`config.mk`:
```
export PLATFORM = sky130hd
export DESIGN_NAME = subservient_boot_loader
export DESIGN_NICKNAME = d
export VERILOG_FILES = /design/src/rtl/subservient_boot_loader_pkg.sv /design/src/rtl/subservient_boot_loader_byte_packer.sv /design/src/rtl/subservient_boot_loader.sv
export SDC_FILE = /design/constraint.sdc
export NUM_CORES = 1
export LEC_CHECK = 0
export BUFFER_PORTS_ARGS = -buffer_cell sky130_fd_sc_hd__buf_2
export CORE_MARGIN = 3
export CORE_UTILIZATION = 30
export DETAILED_ROUTE_END_ITERATION = 7
export PLACE_DENSITY_LB_ADDON = 0.15
export SYNTH_ARGS = -nofsm -noshare
export SYNTH_HDL_FRONTEND = slang
export SYNTH_SLANG_ARGS = --single-unit
```
`constraint.sdc`:
```
create_clock -name i_clk -period 3 [get_ports i_clk]
set_input_delay 0.75 -clock i_clk [delete_from_list [all_inputs] [get_ports i_clk]]
set_output_delay 0.75 -clock i_clk [all_outputs]
set_load 0.1 [all_outputs]
```
`src/rtl/subservient_boot_loader_pkg.sv`:
```
// rtl/subservient_boot_loader_pkg.sv - shared state encoding and helpers for the boot loader
package subservient_boot_loader_pkg;

  typedef enum logic [2:0] {
    ST_HDR   = 3'd0,
    ST_DATA  = 3'd1,
    ST_WRITE = 3'd2,
    ST_DONE  = 3'd3,
    ST_ERR   = 3'd4
  } state_e;

  localparam int HDR_BYTES = 4;

  // Byte enables for a word holding the first <fill> lanes
  function automatic logic [3:0] fill_to_sel(input logic [2:0] fill);
    case (fill)
      3'd1:    fill_to_sel = 4'b0001;
      3'd2:    fill_to_sel = 4'b0011;
      3'd3:    fill_to_sel = 4'b0111;
      default: fill_to_sel = 4'b1111;
    endcase
  endfunction

endpackage

```
`src/rtl/subservient_boot_loader_byte_packer.sv`:
```
// rtl/subservient_boot_loader_byte_packer.sv - packs bytes into little-endian word lanes
// Outputs reflect the word including a byte pushed this cycle, so the caller can launch on that edge.
module subservient_byte_packer
  import subservient_boot_loader_pkg::*;
(
  input  logic        i_clk,
  input  logic        i_rst,
  input  logic        i_push,
  input  logic        i_clear,
  input  logic [7:0]  i_byte,
  output logic [31:0] o_word,
  output logic [3:0]  o_sel,
  output logic [2:0]  o_fill
);

  logic [31:0] word_q, word_d;
  logic [2:0]  fill_q, fill_d;

  always_comb begin
    o_word = word_q;
    if (i_push) begin
      o_word[{fill_q[1:0], 3'b000} +: 8] = i_byte;
    end
    o_fill = fill_q + {2'b00, i_push};
    o_sel  = fill_to_sel(o_fill);
    word_d = i_clear ? 32'd0 : o_word;
    fill_d = i_clear ? 3'd0 : o_fill;
  end

  always_ff @(posedge i_clk) begin
    if (i_rst) begin
      word_q <= 32'd0;
      fill_q <= 3'd0;
    end else begin
      word_q <= word_d;
      fill_q <= fill_d;
    end
  end

endmodule

```
`src/rtl/subservient_boot_loader.sv`:
```
// rtl/subservient_boot_loader.sv - length-prefixed stream loader writing SRAM over the debug port
// Holds the CPU in reset/debug until the whole image is written, then releases it.
module subservient_boot_loader
  import subservient_boot_loader_pkg::*;
#(
  parameter int memsize   = 512,
  parameter int max_bytes = 368
) (
  input  logic        i_clk,
  input  logic        i_rst,
  input  logic [7:0]  i_byte,
  input  logic        i_byte_valid,
  output logic        o_byte_ready,
  output logic        o_debug_mode,
  output logic        o_cpu_rst,
  output logic [31:0] o_wb_dbg_adr,
  output logic [31:0] o_wb_dbg_dat,
  output logic [3:0]  o_wb_dbg_sel,
  output logic        o_wb_dbg_we,
  output logic        o_wb_dbg_stb,
  input  logic        i_wb_dbg_ack,
  output logic        o_done,
  output logic        o_err
);

  localparam int AW = $clog2(memsize);

  state_e         state_q, state_d;
  logic [31:0]    rem_q, rem_d;
  logic [AW-1:0]  addr_q, addr_d;
  logic           ready_q, ready_d;
  logic           debug_q, debug_d;
  logic           cpu_rst_q, cpu_rst_d;
  logic           stb_q, stb_d;
  logic [31:0]    adr_q, adr_d;
  logic [31:0]    dat_q, dat_d;
  logic [3:0]     sel_q, sel_d;
  logic           done_q, done_d;
  logic           err_q, err_d;

  logic           accept;
  logic           pk_clear;
  logic [31:0]    pk_word;
  logic [3:0]     pk_sel;
  logic [2:0]     pk_fill;

  assign accept = i_byte_valid & ready_q;

  subservient_byte_packer u_packer (
    .i_clk   (i_clk),
    .i_rst   (i_rst),
    .i_push  (accept),
    .i_clear (pk_clear),
    .i_byte  (i_byte),
    .o_word  (pk_word),
    .o_sel   (pk_sel),
    .o_fill  (pk_fill)
  );

  always_comb begin
    state_d  = state_q;
    rem_d    = rem_q;
    addr_d   = addr_q;
    stb_d    = stb_q;
    adr_d    = adr_q;
    dat_d    = dat_q;
    sel_d    = sel_q;
    pk_clear = 1'b0;
    case (state_q)
      ST_HDR: begin
        if (accept && pk_fill == 3'(HDR_BYTES)) begin
          pk_clear = 1'b1;
          rem_d    = pk_word;
          if (pk_word == 32'd0)                 state_d = ST_DONE;
          else if (pk_word > 32'(max_bytes))    state_d = ST_ERR;
          else                                  state_d = ST_DATA;
        end
      end
      ST_DATA: begin
        if (accept) begin
          rem_d = rem_q - 32'd1;
          if (pk_fill == 3'd4 || rem_q == 32'd1) begin
            state_d  = ST_WRITE;
            pk_clear = 1'b1;
            stb_d    = 1'b1;
            adr_d    = 32'(addr_q);
            dat_d    = pk_word;
            sel_d    = pk_sel;
          end
        end
      end
      ST_WRITE: begin
        if (i_wb_dbg_ack) begin
          stb_d   = 1'b0;
          addr_d  = addr_q + {{(AW-3){1'b0}}, 3'd4};
          state_d = (rem_q == 32'd0) ? ST_DONE : ST_DATA;
        end
      end
      default: ;
    endcase
    ready_d   = (state_d == ST_HDR) || (state_d == ST_DATA);
    done_d    = (state_d == ST_DONE);
    err_d     = (state_d == ST_ERR);
    debug_d   = (state_d != ST_DONE);
    cpu_rst_d = (state_d != ST_DONE);
  end

  always_ff @(posedge i_clk) begin
    if (i_rst) begin
      state_q   <= ST_HDR;
      rem_q     <= 32'd0;
      addr_q    <= '0;
      ready_q   <= 1'b0;
      debug_q   <= 1'b1;
      cpu_rst_q <= 1'b1;
      stb_q     <= 1'b0;
      adr_q     <= 32'd0;
      dat_q     <= 32'd0;
      sel_q     <= 4'd0;
      done_q    <= 1'b0;
      err_q     <= 1'b0;
    end else begin
      state_q   <= state_d;
      rem_q     <= rem_d;
      addr_q    <= addr_d;
      ready_q   <= ready_d;
      debug_q   <= debug_d;
      cpu_rst_q <= cpu_rst_d;
      stb_q     <= stb_d;
      adr_q     <= adr_d;
      dat_q     <= dat_d;
      sel_q     <= sel_d;
      done_q    <= done_d;
      err_q     <= err_d;
    end
  end

  assign o_byte_ready = ready_q;
  assign o_debug_mode = debug_q;
  assign o_cpu_rst    = cpu_rst_q;
  assign o_wb_dbg_adr = adr_q;
  assign o_wb_dbg_dat = dat_q;
  assign o_wb_dbg_sel = sel_q;
  assign o_wb_dbg_we  = 1'b1;
  assign o_wb_dbg_stb = stb_q;
  assign o_done       = done_q;
  assign o_err        = err_q;

endmodule

```
; Word level (Yosys, flattened, before mapping)
; Index checks and enable logic that the tools add are counted.
[classes]
n_addsub = 4
magnitude_cmp = 1
eq_ne = 15
shifts = 2
muxes = 22
bitwise_logic = 1
n_reduce_logical = 14
[ops]
columns = cell, n
row1 = 32-bit two-way mux, 3
row2 = 32-bit zero test, 2
row3 = 32-bit case mux with 2 select lines, 1
row4 = 32-bit bitwise mux, 1
row5 = 32-bit by 1-bit equality test with 1-bit output (second input constant), 1
row6 = 32-bit by 9-bit greater-than comparator with 1-bit output (second input constant), 1
row7 = 8-bit by 7-bit variable shift with 32-bit output (first input constant), 1
row8 = 8-bit by 7-bit indexed part select with 32-bit output, 1
row9 = 32-bit by 1-bit subtractor with 32-bit output (second input constant), 1
row10 = 3-bit two-way mux, 6
row11 = 3-bit by 2-bit equality test with 1-bit output (second input constant), 4
row12 = 4-bit case mux with 3 select lines, 1
row13 = 9-bit by 3-bit adder with 9-bit output (second input constant), 1
row14 = 3-bit by 1-bit equality test with 1-bit output (second input constant), 3
row15 = 3-bit case mux with 3 select lines, 1
row16 = 2-bit inequality test (second input constant), 4
row17 = 5-bit negation with 7-bit output, 1
row18 = 3-bit equality test (second input constant), 2
row19 = 3-bit zero test, 2
row20 = 1-bit two-way mux, 6
row21 = 3-bit AND reduction, 2
row22 = 1-bit case mux with 2 select lines, 2
row23 = 4-bit AND reduction, 1
row24 = 2-bit nonzero test, 2
row25 = 8 further kinds, 9
[totals]
regBits = 129
in_bits = 12
elab_cells = 72

; Depth between registers and ports, before layout
; Gate-level depths: netlist of the first run.
[logic_depth]
depth_word = 11
ltp_mapped = 13

; Modules after synthesis
; A second synthesis of the first run with hierarchy kept.
[hier_totals]
cells_unflattened = 787
hier_area_um2 = 6500.0
[by_module_without_submodules]
columns = mod, n_inst, cells_each, area_per_inst_um2, seq_area_each_um2
row1 = subservient_boot_loader, 1, 609, 4719.5, 1801.7
row2 = subservient_byte_packer, 1, 178, 1780.5, 700.7

; Worst setup path before layout of the first run
; No wires, ideal clock.
[synth_path]
path_kind = register -> register
start = register ready_q, in the netlist o_byte_ready
end = register rem_q[8]
arrival_ns = 2.963
required_ns = 2.872
slack_ns = -0.091
stages_incl_launch_ff = 13
synth_period_minus_slack_ns = 3.091
path_cell_list = dfxtp_1 > buf_4 > nand2_1 > inv_1 > ha_1 > ha_1 > xor2_1 > nand4_1 > nand2_1 > clkbuf_1 > o21ai_0 > a32oi_1 > nor2_1
[synth_between]
elab_chain_len = 6
elab_cells_between_ends = 10
[synth_rtl]
columns = element, line
row1 = start: declaration, subservient_boot_loader.sv:31  ; logic ready_q, ready_d;
row2 = start signal: assignment, subservient_boot_loader.sv:126  ; ready_q <= ready_d;
row3 = 1-bit bitwise AND *, subservient_boot_loader.sv:47  ; assign accept = i_byte_valid & ready_q;
row4 = 3-bit by 1-bit adder with 3-bit output, subservient_boot_loader_byte_packer.sv:24  ; o_fill = fill_q + {2'b00, i_push};
row5 = 3-bit equality test, subservient_boot_loader.sv:71  ; if (accept && pk_fill == 3'(HDR_BYTES)) begin
row6 = 1-bit logical AND, subservient_boot_loader.sv:71
row7 = 2-bit inequality test (no source line), --
row8 = 3-bit AND reduction (no source line), --
row9 = end signal: assignment, subservient_boot_loader.sv:124  ; rem_q <= rem_d;
row10 = end: declaration, subservient_boot_loader.sv:29  ; logic [31:0] rem_q, rem_d;
; Mark *: on every way between the ends. The rest lies on a longest branch, timed or not. The select of a mux whose other input is x is not followed.
; A chain may end at the register's enable or synchronous reset.

; Worst setup path in the final report of the first run
[layout_path]
start = register ready_q, in the netlist o_byte_ready
end = register cpu_rst_q, in the netlist o_cpu_rst
[layout_between]
elab_chain_len = 8
elab_cells_between_ends = 15
[layout_rtl]
columns = element, line
row1 = 1-bit bitwise AND *, subservient_boot_loader.sv:47
row2 = 32-bit two-way mux or 3-bit by 1-bit adder with 3-bit output (tied branches), "subservient_boot_loader_byte_packer.sv:21, subservient_boot_loader_byte_packer.sv:24"
row3 = 32-bit by 9-bit greater-than comparator with 1-bit output or 3-bit equality test (tied branches), "subservient_boot_loader.sv:75, subservient_boot_loader.sv:71, subservient_boot_loader.sv:82"
row4 = 3-bit two-way mux or 1-bit logical OR (tied branches), "subservient_boot_loader.sv:75, subservient_boot_loader.sv:82"
row5 = 3-bit two-way mux (on tied branches), "subservient_boot_loader.sv:74, subservient_boot_loader.sv:82"
row6 = 3-bit two-way mux (on tied branches), "subservient_boot_loader.sv:71, subservient_boot_loader.sv:80"
row7 = 3-bit case mux with 3 select lines *, subservient_boot_loader.sv:69  ; case (state_q)
row8 = 3-bit by 2-bit inequality test with 1-bit output *, subservient_boot_loader.sv:105  ; cpu_rst_d = (state_d != ST_DONE);
row9 = end signal: assignment, subservient_boot_loader.sv:128  ; cpu_rst_q <= cpu_rst_d;
row10 = end: declaration, subservient_boot_loader.sv:33  ; logic cpu_rst_q, cpu_rst_d;
; Mark *: on every way between the ends. The rest lies on a longest branch, timed or not.

==> impl_metrics.yaml, run 1 <==
routing:
  vias: 5480
  detail-route-antenna-nets: 0
  drt_iter0_markers: 369
  first_pass_iters: 5
  drt-total-wl_um: 17960
  viasPerCell: 5.117
  drc: 0
  avgRoutedWirePerCell_um: 16.77
clocking:
  cts_tree: "built"
  htreeDepth: 4
  hold_buffers: 0
  root_buffer: "clkbuf_16"
  post_cts_resize_count: 0
  clock_latency_ns: 0.42
  cts_inserted_buffers: 17
  cts_setup_buffers: 0
  clkTransAtPathRegs_ns: 0.06
  cts_buffer_depth: 2
  clock_sinks: 125
placed_design:
  routabilityCongestion: 0.8740
  io_buffers: 60
  dp_hpwl_um: 12930
  dp.cells: 1039
pwr:
  swShare_pct: 26.66
  power_frac_comb_pct: 8.0
  p_leak_nw: 2.885
  clockPowerShare_pct: 50.4
  internal-power_w: 0.002959
  p_seq_share_pct: 41.5
  p_total_w: 0.004034
  power_density_nw_per_um2: 552.6
  ir_drop_mv: 0.2015
  switching_power_w: 0.001075
critical_path:
  worstPathRequired_ns: 3.29
  critPathKind: "flop to flop"
  cpPeakStageDelay_ns: 0.48
  cp_num_buf_inv: 1
  cp_top_family: "simple AND/OR/NAND/NOR gates"
  startpoint_type: "flop"
  worstPathMaxFanout: 10
  crit_arrival_ns: 2.95
  endpoint_kind: "flop"
  cp_slowest_cell: "dfxtp_2"
  crit_chain: "nand2_1, inv_1, ha_1, ha_1, xor2_1, nand4_1, nor4_1, nand4_1, a31oi_2, nand3_1"
timing:
  fmax_mhz: 375.6
  min_period_ns: 2.662
  fin_hold_ws_ns: 0.4551
  worst_pin_slew_ns: 0.6984
  slew_violations: 0
  period_share_pct: 88.74
  rsz0062_at_grt: "false"
  skew_ns: 0.008905
  final-hold-violation-count: 0
  finalSetupViolCount: 0
  fin_setup_tns_ns: 0
  slew_headroom_pct: 53.44
global_routing:
  grt_usage_pct: 16.54
  antenna_found_initial: 0
  grt_max_degree: 78
  first_global_vias: 5163
  grt_overflow: 0
  grt_pass1_wl_um: 28720
final_layout:
  fin_nets: 815
  fin_cells: 1071
  drive_gt1_share_pct: 21.34
  register_area_sq_um: 2504
  fillers: 2025
  multi_input_area_sq_um: 3177
  antenna_cells: 0
  layout_commonest_cell: "dfxtp_1"
  layout_common_cells: "124 x dfxtp_1, 116 x nor2_1, 60 x buf_2, 50 x nand2_1, 49 x a21oi_1"
  syn2layout_area_growth_pct: 19.89
synthesis:
  synthFlopType: "dfxtp_1"
  yosysWarnings: 0
  ys_seq_area_share_pct: 41.10
  synth-edff-count: 0
  syn_inst: 720
  ys_seq_elements: 125
  async_flop_share_pct: 0
  avgSynthCellArea_sq_um: 8.456
  syn_area_sq_um: 6088
  synth_cell_types: 67
die:
  die_h_um: 148.5
  core_sq_um: 19720
  die_area_sq_um: 22040
  fp-row-count: 51
  io_pins: 87
  die_w_um: 148.5
  initial_core_util_pct: 30.88
min_path:
  hold_path.class: "flop to flop"
outcome:
  status: "completed"
run:
  drv_cap: 0
-- registers in the layout, summed over array words and instances, names as in the netlist --
| signal | flops |
|---|---|
| o_done | 1 |
| o_wb_dbg_sel | 4 |
| u_packer.fill_q | 3 |
| o_err | 1 |
| addr_q | 7 |
| o_cpu_rst | 1 |
| rem_q | 32 |
| o_wb_dbg_dat | 32 |
| o_byte_ready | 1 |
| state_q | 3 |
| o_wb_dbg_stb | 1 |
| u_packer.word_q | 32 |
| o_wb_dbg_adr | 7 |
-- cell usage after synthesis (8+ instances only) --
| cell type | number | area [sq um] |
|---|---|---|
| dfxtp_1 | 125 | 2502 |
| nor2_1 | 116 | 435.4 |
| nand2_1 | 50 | 187.7 |
| a21oi_1 | 49 | 245.2 |
| o21ai_0 | 37 | 185.2 |
| a22oi_1 | 34 | 255.2 |
| buf_4 | 32 | 240.2 |
| a211oi_1 | 29 | 217.7 |
| clkbuf_1 | 28 | 105.1 |
| nor3_1 | 28 | 140.1 |
| nor4_1 | 19 | 118.9 |
| nand3_1 | 18 | 90.09 |
| nor2_2 | 11 | 68.82 |
| ha_1 | 10 | 125.1 |
| inv_1 | 9 | 33.78 |
| and3_1 | 8 | 50.05 |
| buf_6 | 8 | 90.09 |
| nand4_1 | 8 | 50.05 |
-- worst min-delay path, cell delays in order (launching register included) --
cell and delay, ns:
dfxtp_1 0.30, nand2_1 0.05, a21oi_1 0.05
-- kinds of logic after synthesis --
kind of cell	Yosys count	synth area share [%]
AO/OA/AOI/OAI	193	21.64
XOR/XNOR	9	1.295
buffers and inverters	81	8.282
flip-flops	125	41.10
adder cells (fa/ha/maj)	10	2.055
other	2	0.1234
multiplexers	1	0.1644
AND/OR/NAND/NOR	299	25.34
-- per-stage QoR --
stage,setup WS [ns],util [%],instance area (sq um)
after global placement,-0.04055,34.04,6711
after floorplan,0.1378,-,6180
after CTS,0.3146,37.02,7300
after detailed placement,-0.04013,34.04,6711
final,0.3377,37.02,7300
after global routing,0.02017,37.02,7300
-- cell type report --
| type | instances | area share, % |
|---|---|---|
| Clock inverter | 15 | 2.228 |
| Tap cell | 265 | 4.542 |
| Sequential cell | 125 | 34.30 |
| Multi-Input combinational cell | 538 | 43.52 |
| Timing Repair Buffer | 102 | 9.119 |
| Inverter | 9 | 0.4628 |
| Clock buffer | 17 | 5.828 |
-- metal layers --
metal	wire length, um	share of wire [%]	track usage, %
met1	8792	49	22.87
met2	8323	46	26.03
met3	611	3.4	3.321
met4	231	1.3	5.173
met5	0	0	0
-- power by group through the flow --
stage	clock [W]	combinational, W	sequential (W)
after floorplan	0	0.000277	0.00172
after global placement	0	0.000322	0.00171
after detailed placement	0	0.000322	0.00171
after CTS	0.00209	0.000322	0.00168
after global routing	0.00217	0.000344	0.00168
final	0.00203	0.000324	0.00168
-- worst paths after layout --
path	startpoint	to	slack, ns	cells after the start
min	o_wb_dbg_adr[3]	o_wb_dbg_adr[3]	0.46	2
min reg2reg	o_wb_dbg_adr[3]	o_wb_dbg_adr[3]	0.46	2
max	o_byte_ready	o_cpu_rst	0.34	10
max reg2reg	o_byte_ready	o_cpu_rst	0.34	10
(Power assumes the default switching activity.)
==> inputs of run 2 (changes only) <==
--- a/config.mk
+++ b/config.mk
@@ -12,4 +12,5 @@
 export PLACE_DENSITY_LB_ADDON = 0.15
 export SYNTH_ARGS = -nofsm -noshare
 export SYNTH_HDL_FRONTEND = slang
+export SYNTH_HIERARCHICAL = 1
 export SYNTH_SLANG_ARGS = --single-unit
==> run 2 against run 1 <==
Against the previous run:
- global-route usage up 1.3 points
- register-to-register slack worse by 0.20 ns
- first-iteration DRC count down 12%
- clock power up 11%
- flip-flop and latch count unchanged
- critical path type is now primary input to flop
- power up 9.3%
- area after synthesis up 6.8%
- count of clock-buffer cells in the layout up 9
- maximum frequency down 7.6%
- setup slack worse by 0.22 ns
- hold slack better by 0.0028 ns
- critical path depth up 1
==> impl_metrics.yaml, run 2 <==
critical_path:
  critPathKind: "primary input to flop"
  worstPathMaxFanout: 21
  crit_arrival_ns: 3.19
  startpoint_type: "primary input"
  worstPathRequired_ns: 3.31
  endpoint_kind: "flop"
routing:
  first_pass_iters: 5
  drt_iter0_markers: 325
  drt-total-wl_um: 21040
  viasPerCell: 5.168
  detail-route-antenna-nets: 0
  vias: 6109
  avgRoutedWirePerCell_um: 17.80
  drc: 0
pwr:
  ir_drop_mv: 0.3694
  power_frac_comb_pct: 10.7
  p_seq_share_pct: 38.1
  p_leak_nw: 3.303
  swShare_pct: 25.55
  internal-power_w: 0.003282
  switching_power_w: 0.001126
  clockPowerShare_pct: 51.2
  power_density_nw_per_um2: 534.3
global_routing:
  grt_max_degree: 53
  antenna_found_initial: 0
  busiest_layer: "met2"
  grt_use_met3_pct: 3.539
  globalRouteMet2Util_pct: 27.42
  first_global_vias: 5850
  grt_usage_pct: 17.86
  gr-usage-met1_pct: 25.63
  grt_pass1_wl_um: 33520
  grt_overflow: 0
die:
  initial_core_util_pct: 30.73
  die_h_um: 153.2
  fp-row-count: 53
  die_area_sq_um: 23470
  core_sq_um: 21150
  io_pins: 87
  die_w_um: 153.2
timing:
  skew_ns: 0.006868
  min_period_ns: 2.881
  period_share_pct: 96.05
  slew_violations: 0
  fin_hold_ws_ns: 0.4579
  slew_headroom_pct: 60.08
  worst_pin_slew_ns: 0.5933
  finalSetupViolCount: 0
  final-hold-violation-count: 0
  fmax_mhz: 347.0
clocking:
  hold_buffers: 0
  cts_buffer_depth: 2
  clock_sinks: 125
  htreeDepth: 4
  clkTransAtPathRegs_ns: 0.06
  cts_tree: "built"
  clock_latency_ns: 0.42
  cts_inserted_buffers: 17
  root_buffer: "clkbuf_16"
synthesis:
  netlist.area_leader.share_pct: 38.50
  yosysWarnings: 6
  yosys-top-cells-count: "125 x dfxtp_1, 74 x a21oi_1, 74 x o21ai_0"
  synth_most_common_cell: "dfxtp_1"
  avgSynthCellArea_sq_um: 8.259
  synth_cell_types: 68
  synth-edff-count: 0
  syn_inst: 787
  synthFlopType: "dfxtp_1"
  synth.area.top_cells: "dfxtp_1 38%, a21oi_1 5.7%, o21ai_0 5.7%"
  ys_seq_elements: 125
  synth_top_area_cell: "dfxtp_1"
  syn_area_sq_um: 6500
  async_flop_share_pct: 0
  ys_seq_area_share_pct: 38.50
final_layout:
  fin_nets: 916
  fin_cells: 1182
  fin_area_sq_um: 8250
  finish.utilization_pct: 39.00
  layout_common_cells: "122 x dfxtp_1, 86 x buf_4, 74 x a21oi_1, 74 x o21ai_0, 60 x buf_2"
  layout_commonest_cell: "dfxtp_1"
  drive_gt1_share_pct: 24.39
  syn2layout_area_growth_pct: 26.93
placed_design:
  routabilityCongestion: 0.8271
  dp.cells: 1148
  dp_hpwl_um: 15170
  io_buffers: 60
  postPlaceCellArea_sq_um: 7571
outcome:
  status: "completed"
run:
  drv_cap: 0
min_path:
  hold_path.class: "flop to flop"
[run 2: cell count changes after synthesis, sizes merged, moves of 19 or more]
cell    change
a22oi      -28
nand3      +31
nor2       -86
nor2b      +19
o21ai      +39
clkbuf     +24
a211oi     -33
a21oi      +25
[run 2: what timing repair did]
| action | 4_1_cts | 5_1_grt |
|---|---|---|
| endpoints found under the setup margin | 0 | 5 |
| resized for setup | 0 | 11 |
| buffers inserted | 0 | 1 |
[run 2: cell families (layout without fill, tap and decap cells)]
kind of cell,Yosys count,after routing,share of synthesized area (%)
and+or+nand+nor,297,297,25.77
adders and majority gates,11,11,2.117
buffers and inverters,102,197,8.008
muxes,2,2,0.3080
xor gates and xnor gates,7,7,0.9432
DFF,125,125,38.50
AOI/OAI and AO/OA,240,240,24.18
other,3,28,0.1732
[run 2: path summary, 6_finish.rpt]
| check | startpoint | endpoint | slack, ns | cells after the start |
|---|---|---|---|---|
| max | i_byte_valid | o_cpu_rst | 0.12 | 11 |
| min | o_wb_dbg_dat[9] | o_wb_dbg_dat[9] | 0.46 | 2 |
| max reg2reg | u_packer/fill_q[1] | o_cpu_rst | 0.14 | 10 |
| min reg2reg | o_wb_dbg_dat[9] | o_wb_dbg_dat[9] | 0.46 | 2 |
[run 2: metrics by stage]
stage	power, W	setup TNS, ns	setup WS, ns
floorplan	0.002076	0	0.0008198
global placement	0.002183	-9.245	-0.2779
detailed placement	0.002181	-12.02	-0.3226
CTS	0.004446	0	0.02857
global route	0.004555	-0.005403	-0.005403
finish	0.004408	0	0.1185
[run 2: layer usage]
metal  vias to the layer above  part of all wire, %
met1                      2906                   50
met4                         0                  1.1
met3                        17                  3.9
met2                       125                   45
met5                         -                    0
li1                       3061                    -
[run 2: worst max-delay path, cell delays in order]
cell and delay [ns]:
buf_2 0.12, nand2_1 0.11, inv_1 0.10, buf_12 0.16, and3_1 0.17, a22o_1 0.21
or4_1 0.58, a41oi_2 0.21, o211ai_1 0.16, o221a_2 0.36, a211o_1 0.26
[run 2: area by class of cell]
class	count	area [sq um]
timing repair buffer	152	1066
fill	2189	12900
clock buffer	26	499.2
clock inverter	6	130.1
tap	275	344.1
sequential	125	2509
inverter	13	48.80
antenna	1	2.502
multi-input combinational	584	3651
[run 2: power by group through the flow]
stage	Combinational, W	Clock (W)	Sequential, W
6_report	0.000472	0.00226	0.00168
3_5_place_dp	0.000465	0	0.00172
2_1_floorplan	0.000357	0	0.00172
4_1_cts	0.000466	0.00230	0.00168
5_1_grt	0.000507	0.00237	0.00168
3_3_place_gp	0.000466	0	0.00172
==> inputs of run 3 (changes only) <==
--- a/config.mk
+++ b/config.mk
@@ -10,6 +10,7 @@
 export CORE_UTILIZATION = 30
 export DETAILED_ROUTE_END_ITERATION = 7
 export PLACE_DENSITY_LB_ADDON = 0.15
+export SETUP_SLACK_MARGIN = 0.3
 export SYNTH_ARGS = -nofsm -noshare
 export SYNTH_HDL_FRONTEND = slang
 export SYNTH_HIERARCHICAL = 1
==> constraint.sdc (replaced) <==
create_clock -name i_clk -period 2.6 [get_ports i_clk]
set_input_delay 0.65 -clock i_clk [delete_from_list [all_inputs] [get_ports i_clk]]
set_output_delay 0.65 -clock i_clk [all_outputs]
set_load 0.1 [all_outputs]
==> run 3 against run 2 <==
Against the previous run:
- the run now ends with negative setup slack left
- non-clock buffer count is 71 higher
- final cell count increased by 6.0%
- final area up 22%
- setup slack worse by 0.29 ns
- utilization up 8.6 points
- critical endpoint unchanged
==> impl_metrics.yaml, run 3 (same netlist as run 2, synthesis figures left out) <==
final_layout:
  drive_gt1_share_pct: 44.58
  layout_common_cells: "122 x dfxtp_1, 105 x buf_4, 59 x buf_2, 50 x nand3_1"
  fin_nets: 988
  antenna_cells: 0
  fillers: 1999
  fin_cells: 1253
  syn2layout_area_growth_pct: 54.94
  layout_commonest_cell: "dfxtp_1"
die:
  fp-row-count: 53
  initial_core_util_pct: 30.73
  core_sq_um: 21150
  die_area_sq_um: 23470
  die_h_um: 153.2
  die_w_um: 153.2
  io_pins: 87
placed_design:
  pre_cts_slack_ns: -0.5522
  dp.cells: 1175
  dp_hpwl_um: 15700
  io_buffers: 60
  routabilityCongestion: 0.8227
pwr:
  power_density_nw_per_um2: 523.7
  ir_drop_mv: 0.4424
  p_leak_nw: 3.967
timing:
  fmax_mhz: 361.3
  min_period_ns: 2.768
  worst_pin_slew_ns: 0.6613
  period_share_pct: 106.4
  fin_hold_ws_ns: 0.4614
  finalSetupViolCount: 6
  slew_headroom_pct: 55.45
  final-hold-violation-count: 0
  slew_violations: 0
  rsz0062_at_grt: "true"
  setup_ws_ns: -0.1675
  skew_ns: 0.008715
clocking:
  root_buffer: "clkbuf_16"
  cts_inserted_buffers: 17
  clkTransAtPathRegs_ns: 0.06
  cts_buffer_depth: 2
  clock_latency_ns: 0.42
  clock_sinks: 125
  cts_tree: "built"
  htreeDepth: 4
global_routing:
  grt_usage_pct: 19.66
  first_global_vias: 6322
  grt_max_degree: 49
  grt_overflow: 0
  grt_pass1_wl_um: 36580
  antenna_found_initial: 0
routing:
  drt_iter0_markers: 422
  detail-route-antenna-nets: 0
  avgRoutedWirePerCell_um: 19.18
  vias: 6671
  viasPerCell: 5.324
  first_pass_iters: 5
  drc: 0
  drt-total-wl_um: 24030
outcome:
  status: "finished with violations"
  violations: "negative setup slack"
critical_path:
  worstPathRequired_ns: 2.90
  worst_r2r_startpoint: "o_byte_ready"
  critPathKind: "flop to flop"
  r2r_end: "o_cpu_rst"
  r2r_cells: 11
  endpoint_kind: "flop"
  startpoint_type: "flop"
  worstPathMaxFanout: 6
  crit_arrival_ns: 3.07
  r2r_slack_ns: -0.17
min_path:
  worstHoldStart: "o_wb_dbg_dat[13]"
  holdPathStages: 2
  hold_path.class: "flop to flop"
  min_to: "o_wb_dbg_dat[13]"
run:
  drv_cap: 0
==> run 3: changes by cell type in the layout (fill, tap and decap cells not counted), sizes merged <==
cell      change
buf          +69
clkinvlp      +2
clkbuf        -1
clkinv        +1
diode         -1
inv           +1
==> run 3: metrics by stage <==
stage / utilization (%) / cell area [sq um] / setup TNS [ns] / power (W)
after detailed placement: 37.36 / 7903 / -39.54 / 0.002559
after CTS: 45.01 / 9522 / -0.1999 / 0.005254
after global placement: 37.36 / 7903 / -36.46 / 0.002559
after global routing: 47.61 / 10070 / -1.281 / 0.005445
after floorplan: - / 6799 / -1.788 / 0.002418
final: 47.61 / 10070 / -0.5350 / 0.005274
==> run 3: routing by layer <==
metal,GRT usage (%),vias to the layer above,wire (um)
met4,7.594,0,659
met3,3.567,39,1168
met1,27.27,3219,11110
met2,30.40,189,11100
li1,-,3224,-
met5,0,-,0
==> run 3: final cells by class <==
class	count	area (sq um)	share of cell area [%]
inverters	13	70.07	0.6957
multi-input cells	584	4511	44.79
repair buffers	223	1978	19.64
well taps	275	344.1	3.417
clock inverters	9	157.7	1.565
flip-flops and latches	125	2514	24.96
clock buffers	23	488.0	4.845
repair inverters	1	8.758	0.08697
==> run 3: worst max path at each step <==
stage / slack [ns] / end / from
floorplan: -0.13 / o_cpu_rst / i_byte_valid
global placement: -0.54 / o_done / i_byte_valid
detailed placement: -0.55 / o_done / i_byte_valid
CTS: -0.10 / o_cpu_rst / u_packer/fill_q[1]
global route: -0.23 / o_cpu_rst / u_packer/fill_q[1]
finish: -0.17 / o_cpu_rst / o_byte_ready
==> run 3: worst max-delay path, cell delays in order, from the launching register on <==
cell	delay, ns
dfxtp_4	0.36
nand2_8	0.12
inv_16	0.05
buf_4	0.14
and3_4	0.14
a22o_1	0.23
or4_1	0.54
nor2_2	0.15
buf_6	0.13
o211ai_1	0.14
o221a_2	0.36
a211o_1	0.29
==> run 3: where the power goes <==
group          leakage (nW)  internal, W  total, W  switching, W
combinational          2.65     0.000246  0.000703      0.000458
clock                 0.310      0.00171   0.00263      0.000921
sequential             1.01      0.00193   0.00194     0.0000117
total                  3.97      0.00388   0.00527       0.00139
==> run 3: repair_timing <==
| action | in CTS | in global routing |
|---|---|---|
| resized for setup | 192 | 98 |
| endpoints found under the setup margin | 117 | 116 |
| cloned | 7 | 1 |
| pin swaps | 66 | 63 |
| hold buffers | 0 | 0 |
| buffers inserted | 29 | 9 |
